File: config.mk
export PLATFORM = sky130hd
export DESIGN_NAME = bram_stream_reader
export DESIGN_NICKNAME = d
export VERILOG_FILES = /design/src/rtl/bram_stream_pkg.sv /design/src/rtl/sync_fifo.sv /design/src/rtl/bram_stream_reader.sv
export SDC_FILE = /design/constraint.sdc
export NUM_CORES = 1
export LEC_CHECK = 0
export CAP_MARGIN = 20
export CORE_MARGIN = 5
export CORE_UTILIZATION = 56
export CTS_CLUSTER_SIZE = 28
export DETAILED_ROUTE_END_ITERATION = 10
export PLACE_DENSITY_LB_ADDON = 0.25
export SLEW_MARGIN = 20
export SYNTH_ARGS = -nofsm -noshare
export SYNTH_HDL_FRONTEND = slang
export SYNTH_SLANG_ARGS = --single-unit
File: constraint.sdc
create_clock -name clk -period 3.5 [get_ports clk]
set_input_delay 0.7 -clock clk [delete_from_list [all_inputs] [get_ports clk]]
set_output_delay 0.7 -clock clk [all_outputs]
set_load 0.02 [all_outputs]
File: src/rtl/bram_stream_pkg.sv
// ---------------------------------------------------------------------------
// bram_stream_pkg
// Shared definitions for the BRAM-to-stream burst reader:
//   - state_e             : reader FSM states (IDLE / ISSUE / DRAIN)
//   - RL_LOW_LATENCY      : READ_LATENCY value for a BRAM without output register
//   - RL_HIGH_PERFORMANCE : READ_LATENCY value for a BRAM with output register
// ---------------------------------------------------------------------------
package bram_stream_pkg;

  typedef enum logic [1:0] {
    ST_IDLE  = 2'd0,  // waiting for start
    ST_ISSUE = 2'd1,  // issuing reads, subject to buffer credit
    ST_DRAIN = 2'd2   // all reads issued, emptying the return buffer
  } state_e;

  localparam int RL_LOW_LATENCY      = 1;
  localparam int RL_HIGH_PERFORMANCE = 2;

endpackage

File: src/rtl/sync_fifo.sv
// ---------------------------------------------------------------------------
// sync_fifo
// Single-clock FIFO with first-word fall-through read data.
// DEPTH must be a power of two; pointers carry one extra wrap bit so that
// full and empty are distinguishable without a separate flag.
//
// Ports:
//   clk        : clock, rising edge
//   rst        : asynchronous active-high reset (clears pointers)
//   push       : write push_data this cycle
//   push_data  : WIDTH-bit write word
//   pop        : consume the head word this cycle
//   pop_data   : head word (valid while !empty)
//   full       : DEPTH words stored
//   empty      : no words stored
//   count      : current occupancy, 0..DEPTH
// ---------------------------------------------------------------------------
module sync_fifo #(
  parameter int WIDTH = 33,
  parameter int DEPTH = 4
) (
  input  logic                     clk,
  input  logic                     rst,
  input  logic                     push,
  input  logic [WIDTH-1:0]         push_data,
  input  logic                     pop,
  output logic [WIDTH-1:0]         pop_data,
  output logic                     full,
  output logic                     empty,
  output logic [$clog2(DEPTH):0]   count
);

  localparam int AW = $clog2(DEPTH);

  logic [WIDTH-1:0] mem [DEPTH];
  logic [AW:0]      wr_ptr;
  logic [AW:0]      rd_ptr;
  logic             wr_en;
  logic             rd_en;

  // A pop on a full FIFO frees the slot being written, so push is still legal.
  assign wr_en = push && (!full || pop);
  assign rd_en = pop && !empty;

  // NOTE: sequential state uses non-blocking assignments so every register
  // samples pre-edge values regardless of statement order.
  always_ff @(posedge clk or posedge rst) begin
    if (rst) begin
      wr_ptr <= '0;
      rd_ptr <= '0;
    end else begin
      if (wr_en) wr_ptr <= wr_ptr + 1'b1;
      if (rd_en) rd_ptr <= rd_ptr + 1'b1;
    end
  end

  // NOTE: the storage array is deliberately not reset; the pointers alone
  // define which entries are meaningful, and leaving it unreset lets it map
  // onto distributed RAM.
  always_ff @(posedge clk) begin
    if (wr_en) mem[wr_ptr[AW-1:0]] <= push_data;
  end

  assign pop_data = mem[rd_ptr[AW-1:0]];
  assign count    = wr_ptr - rd_ptr;
  assign empty    = (count == '0);
  assign full     = (count == (AW+1)'(DEPTH));

endmodule

File: src/rtl/bram_stream_reader.sv
// ---------------------------------------------------------------------------
// bram_stream_reader
// Reads a burst of len consecutive words from a BRAM port starting at
// base_addr and presents them as a valid/ready stream with a last marker.
// Reads are credit-limited so the return buffer can absorb every word that
// is in flight even while the consumer stalls.
//
// Ports:
//   clk        : clock, rising edge
//   rst        : asynchronous active-high reset
//   start      : one-cycle burst request (accepted only when idle)
//   base_addr  : first BRAM address, sampled with start
//   len        : burst length in words, sampled with start (0 = empty burst)
//   busy       : burst in progress
//   done       : one-cycle completion pulse
//   mem_en     : BRAM enable, one read per cycle it is high
//   mem_addr   : BRAM read address
//   mem_regce  : BRAM output-register enable
//   mem_dout   : BRAM read data
//   m_valid    : stream beat valid
//   m_ready    : stream consumer ready
//   m_data     : stream beat data
//   m_last     : final beat of the burst
// ---------------------------------------------------------------------------
module bram_stream_reader
  import bram_stream_pkg::*;
#(
  parameter int DATA_WIDTH   = 32,
  parameter int ADDR_WIDTH   = 9,
  parameter int LEN_WIDTH    = 10,
  parameter int READ_LATENCY = RL_HIGH_PERFORMANCE,
  parameter int FIFO_DEPTH   = 4
) (
  input  logic                  clk,
  input  logic                  rst,
  input  logic                  start,
  input  logic [ADDR_WIDTH-1:0] base_addr,
  input  logic [LEN_WIDTH-1:0]  len,
  output logic                  busy,
  output logic                  done,
  output logic                  mem_en,
  output logic [ADDR_WIDTH-1:0] mem_addr,
  output logic                  mem_regce,
  input  logic [DATA_WIDTH-1:0] mem_dout,
  output logic                  m_valid,
  input  logic                  m_ready,
  output logic [DATA_WIDTH-1:0] m_data,
  output logic                  m_last
);

  localparam int CW = $clog2(FIFO_DEPTH) + 1;

  state_e                  state;
  logic [ADDR_WIDTH-1:0]   addr_q;      // next address once the burst is running
  logic [LEN_WIDTH-1:0]    issue_left;  // reads still to issue while in ISSUE
  logic [LEN_WIDTH-1:0]    len_q;
  logic [LEN_WIDTH-1:0]    push_cnt;    // words returned so far in this burst
  logic [READ_LATENCY-1:0] vld;         // vld[i]: a read issued i+1 cycles ago

  logic                    accept;
  logic                    zero_start;
  logic                    credit_ok;
  logic                    push;
  logic                    push_last;
  logic                    pop;
  logic                    last_pop;
  logic [CW-1:0]           inflight;
  logic [CW-1:0]           fifo_count;
  logic                    fifo_full;
  logic                    fifo_empty;
  logic [DATA_WIDTH:0]     fifo_out;

  assign accept     = (state == ST_IDLE) && start && (len != '0);
  assign zero_start = (state == ST_IDLE) && start && (len == '0);

  // NOTE: every always_comb output gets a default before any conditional
  // update, so no path can leave it unassigned and infer a latch.
  always_comb begin
    inflight = '0;
    for (int i = 0; i < READ_LATENCY; i++) inflight = inflight + CW'(vld[i]);
  end

  // Reads in the BRAM pipeline plus words already buffered must leave room
  // for one more, otherwise a stalled consumer could overflow the buffer.
  assign credit_ok = !fifo_full &&
                     (({1'b0, inflight} + {1'b0, fifo_count}) < (CW+1)'(FIFO_DEPTH));

  // The first read goes out in the start cycle itself (the buffer is always
  // empty when idle), which saves a cycle of latency.
  assign mem_en   = accept || ((state == ST_ISSUE) && credit_ok);
  assign mem_addr = accept ? base_addr : addr_q;

  always_ff @(posedge clk or posedge rst) begin
    if (rst) begin
      state      <= ST_IDLE;
      addr_q     <= '0;
      issue_left <= '0;
      len_q      <= '0;
    end else begin
      case (state)
        ST_IDLE: begin
          if (accept) begin
            addr_q     <= base_addr + 1'b1;
            issue_left <= len - 1'b1;
            len_q      <= len;
            state      <= (len == LEN_WIDTH'(1)) ? ST_DRAIN : ST_ISSUE;
          end
        end
        ST_ISSUE: begin
          if (mem_en) begin
            addr_q     <= addr_q + 1'b1;
            issue_left <= issue_left - 1'b1;
            if (issue_left == LEN_WIDTH'(1)) state <= ST_DRAIN;
          end
        end
        ST_DRAIN: begin
          if (last_pop) state <= ST_IDLE;
        end
        default: state <= ST_IDLE;
      endcase
    end
  end

  // Read-return tracking: the word for a read appears on mem_dout exactly
  // READ_LATENCY cycles after its mem_en.
  always_ff @(posedge clk or posedge rst) begin
    if (rst) begin
      vld      <= '0;
      push_cnt <= '0;
    end else begin
      vld[0] <= mem_en;
      for (int i = 1; i < READ_LATENCY; i++) vld[i] <= vld[i-1];
      if (accept)    push_cnt <= '0;
      else if (push) push_cnt <= push_cnt + 1'b1;
    end
  end

  assign push      = vld[READ_LATENCY-1];
  assign push_last = (push_cnt == len_q - 1'b1);

  generate
    if (READ_LATENCY == RL_HIGH_PERFORMANCE) begin : g_regce_pipe
      assign mem_regce = vld[0];
    end else begin : g_regce_tied
      // No output register to steer; held high outside of reset.
      assign mem_regce = !rst;
    end
  endgenerate

  // Data and last marker travel together through the buffer.
  sync_fifo #(
    .WIDTH (DATA_WIDTH + 1),
    .DEPTH (FIFO_DEPTH)
  ) u_fifo (
    .clk       (clk),
    .rst       (rst),
    .push      (push),
    .push_data ({push_last, mem_dout}),
    .pop       (pop),
    .pop_data  (fifo_out),
    .full      (fifo_full),
    .empty     (fifo_empty),
    .count     (fifo_count)
  );

  assign m_valid  = !fifo_empty;
  assign pop      = m_valid && m_ready;
  assign last_pop = pop && fifo_out[DATA_WIDTH];

  // Gate the unreset buffer contents so the stream reads zero when idle.
  assign m_data = fifo_empty ? '0 : fifo_out[DATA_WIDTH-1:0];
  assign m_last = !fifo_empty && fifo_out[DATA_WIDTH];

  assign busy = (state != ST_IDLE);

  always_ff @(posedge clk or posedge rst) begin
    if (rst) done <= 1'b0;
    else     done <= zero_start || last_pop;
  end

endmodule

==> metrics.log <==
[metrics] post-placement cell count: between 800 and 900
[metrics] total via count in the routed design: roughly 5500
[metrics] drt initial violations: between 300 and 400
[metrics] Worst Reg2Reg Path Length in Cells: 6
[metrics] run status: complete, no violations
[metrics] Critical R2R Capture: u_fifo.mem[1][26]$_DFFE_PP_
[metrics] count of buffers inserted at the top-level ports: 101
[metrics] number of I/O pins: ~100
[metrics] Core Footprint: roughly 15000 sq um
[metrics] Overall Global Routing Usage: between 20% and 30%
[metrics] data arrival time of the critical path: about 2.6 ns
[metrics] number of synthesis warnings: 0
[metrics] path type of the worst min-delay path: flip-flop to flip-flop
[metrics] worst clock skew on the final layout: about 0.013 ns
[metrics] most common cell after layout, fill and taps aside: sky130_fd_sc_hd__edfxtp_1
[metrics] Routed wire per std cell: roughly 19 um
[metrics] sort of element at the end of the critical path: output port
[metrics] relative slew slack: 38.5%
[metrics] CTS sink cnt: 182
[metrics] clock tree root buffer cell: sky130_fd_sc_hd__clkbuf_16
[metrics] endpoint of the worst hold-timing path: vld[1]$_DFF_PP0_
[metrics] area delta synth->final: 21.2%
[metrics] area of the multi-input gates: between 3000 and 4000 sq um
[metrics] RSZ-0062 raised after global routing: false
[metrics] post-route setup slack: around 0.19 ns
[metrics] count of cell types in the netlist: 68
[metrics] Hold Fails Final Rpt: 0
[metrics] hold buffer count at cts: 0
[metrics] Die Y-Extent: ~130 um
[metrics] antenna-violating nets left: 0
[metrics] reg2reg start: u_fifo.wr_ptr[0]$_DFFE_PP0P_
[metrics] clock buffers created by TritonCTS: 17
[metrics] placed standard-cell area: 9830 sq um
[metrics] area of all placed cells without fillers: 10300 sq um
[metrics] number of rows created at floorplan: 45
[metrics] overall power after layout: 10.8 mW
[metrics] critical path startpoint category: flip-flop
[metrics] CTS tree: yes
[metrics] sum of net half-perimeters after detailed placement: around 12000 um
[metrics] Seq/Total Area, Yosys: just over 60%
[metrics] Synth Area per Inst: 14.0 sq um
[metrics] worst voltage drop across the vdd grid: between 600 and 700 uV
[metrics] FFs w/ async S/R, synth: between 20% and 30%
[metrics] number of synthesized flops with an enable pin: between 100 and 150
[metrics] required time worst endpoint: about 2.8 ns
[metrics] commonest cells after routing, fill and taps aside: 132 x sky130_fd_sc_hd__edfxtp_1, 57 x sky130_fd_sc_hd__clkdlybuf4s50_1, 49 x sky130_fd_sc_hd__dfrtp_1, 43 x sky130_fd_sc_hd__dlygate4sd2_1, 42 x sky130_fd_sc_hd__nand2_1
[metrics] worst hold path stage count: 0
[metrics] Final setup violation count: 0
[metrics] maximum clock path buffer count: 2
[metrics] Starting Density: between 50% and 60%
[metrics] remaining global-route overflow: 0
[metrics] Seq. cell area: between 5000 and 6000 sq um
[metrics] maximum fanout along the worst path: 37
[metrics] crit path kind: flip-flop to output port
[metrics] number of vias per cell after detailed routing: between 5 and 6
[metrics] Post-Synthesis Cell Area: roughly 8500 sq um
[metrics] leak pwr: around 3.8 nW
[metrics] via count of the first global-routing pass: between 5000 and 6000
[metrics] DRC errors left: 0
[metrics] reg-to-reg slack, setup: between 0.6 and 0.7 ns
[metrics] Total Die Area: approximately 18000 sq um
[metrics] highest clock frequency the design can meet: ~300 MHz
[metrics] Maximum Capacitance Violations: 0
[metrics] pwr dens: between 1000 and 1500 nW/um^2
[metrics] number of filler cells placed in the layout: ~1000
[metrics] CTS H-Tree Depth: 4
[metrics] min-delay src: vld[0]$_DFF_PP0_
[metrics] minimum setup slack after placement: -0.0328 ns
[metrics] fin crit share: a little over nine tenths
[metrics] final RePlAce weighted congestion: 0.871
[metrics] nets in the synthesized netlist: 678
[metrics] synthesized instance count: 607
[metrics] Final Core Density: about two thirds
[metrics] DRT Pass-1 Iters: 5
[metrics] max-slew violation count: 0
[metrics] flops & latches, synth: approximately 180
[metrics] Reg clk slew, reported paths: 0.07 ns
[metrics] aggregate routed wire length: approximately 18000 um
[metrics] share of cells above drive strength 1: 14.7%
[metrics] number of buffers added for setup after CTS: 0
[metrics] final period demand of the worst path: between 3 and 4 ns
[metrics] number of standard cells in the layout, taps in and fillers out: slightly above 900
[metrics] die span in x: 133 um
[metrics] net total in the final layout: 788
[metrics] Tightest Pin Transition: just over 0.9 ns
[metrics] initial antenna violation count: 1
[metrics] final total negative setup slack: 0 ns
[metrics] Main synth FF type: sky130_fd_sc_hd__edfxtp_1
[metrics] first-pass GRT wire length: between 20000 and 30000 um
[metrics] clock network latency to the later pin of the worst-skew pair: 0.43 ns
[metrics] worst hold-check slack: ~0.41 ns
[metrics] pin count of the biggest net entering global routing: 38
## metal layers
| metal | global-route usage (%) | vias up | wire length, um |
|---|---|---|---|
| li1 | - | 2528 | - |
| met1 | 25.0 | 2749 | 7270 |
| met2 | 36.2 | 171 | 9150 |
| met3 | 4.53 | 26 | 864 |
| met4 | 7.31 | 0 | 360 |
| met5 | 0 | - | 0 |
## what timing repair did
| item | in CTS | in global routing |
|---|---|---|
| endpoints found under the setup margin | 43 | 1 |
| pin swaps | 1 | 0 |
| gates resized for setup | 43 | 1 |
| endpoints found under the hold margin | 0 | 0 |
## where the power goes
group | total (mW) | switching [mW] | internal, mW
clock | 1.79 | 0.805 | 0.981
combinational | 5.48 | 3.18 | 2.30
sequential | 3.50 | 0.456 | 3.05
total | 10.8 | 4.44 | 6.33
## how the worst max path moves through the flow
| stage | startpoint | to | slack, ns | depth (start not counted) |
|---|---|---|---|---|
| 5_1_grt | u_fifo.wr_ptr[0]$_DFFE_PP0P_ | mem_en | 0.06 | 9 |
| 6_report | u_fifo.wr_ptr[0]$_DFFE_PP0P_ | m_data[31] | 0.19 | 8 |
| 2_1_floorplan | start | mem_addr[3] | 0.69 | 4 |
| 3_3_place_gp | start | mem_addr[2] | -0.02 | 6 |
| 4_1_cts | u_fifo.wr_ptr[0]$_DFFE_PP0P_ | m_valid | 0.06 | 7 |
| 3_5_place_dp | start | mem_addr[4] | -0.03 | 6 |
## state kept, by name (all words and copies together), names as in the netlist, 3 cells and up
register	count
u_fifo.mem	132
issue_left	10
len_q	10
push_cnt	10
addr_q	9
u_fifo.rd_ptr	3
u_fifo.wr_ptr	3
## final cells by class
type | count | area share (%)
Inverter | 15 | 0.545
Antenna cell | 1 | 0.0242
Clock inverter | 15 | 1.25
Timing Repair Buffer | 123 | 11.1
Sequential cell | 182 | 50.5
Multi-Input combinational cell | 378 | 30.2
Tap cell | 188 | 2.28
Clock buffer | 17 | 4.12
## logic make-up (layout without fill, tap and decap cells)
logic type,Yosys count,in the layout,share of synthesized area (%)
flip-flops,182,182,61.2
AND/OR/NAND/NOR,181,181,11.2
AO/OA/AOI/OAI,89,89,7.06
multiplexers,61,61,12.3
buffers and inverters,47,170,2.32
XOR/XNOR,31,31,3.52
adder cells (fa/ha/maj),16,16,2.44
other,0,1,0
## cells in the mapped netlist, drive strengths merged (9+ instances only)
cell type  count  area (sq um)
a21oi         26           130
and2          41           257
buf           13          70.1
clkbuf        19          71.3
dfrtp         50          1250
edfxtp       132          3960
ha            15           188
inv           15          56.3
mux2          22           248
mux4          33           743
nand2         42           158
nand3         14          70.1
nor2          31           116
nor3           9          45.0
o21ai         20           100
xnor2         16           155
xor2          14           123
## critical path: stages, from the launching register on
cell	delay (ns)
sky130_fd_sc_hd__dfrtp_1	0.37
sky130_fd_sc_hd__inv_1	0.11
sky130_fd_sc_hd__ha_1	0.20
sky130_fd_sc_hd__fa_1	0.37
sky130_fd_sc_hd__xnor3_1	0.24
sky130_fd_sc_hd__nand3_1	0.15
sky130_fd_sc_hd__buf_12	0.20
sky130_fd_sc_hd__and2_1	0.18
sky130_fd_sc_hd__dlygate4sd2_1	0.34
Note: power is estimated with default switching activity, not from simulation.
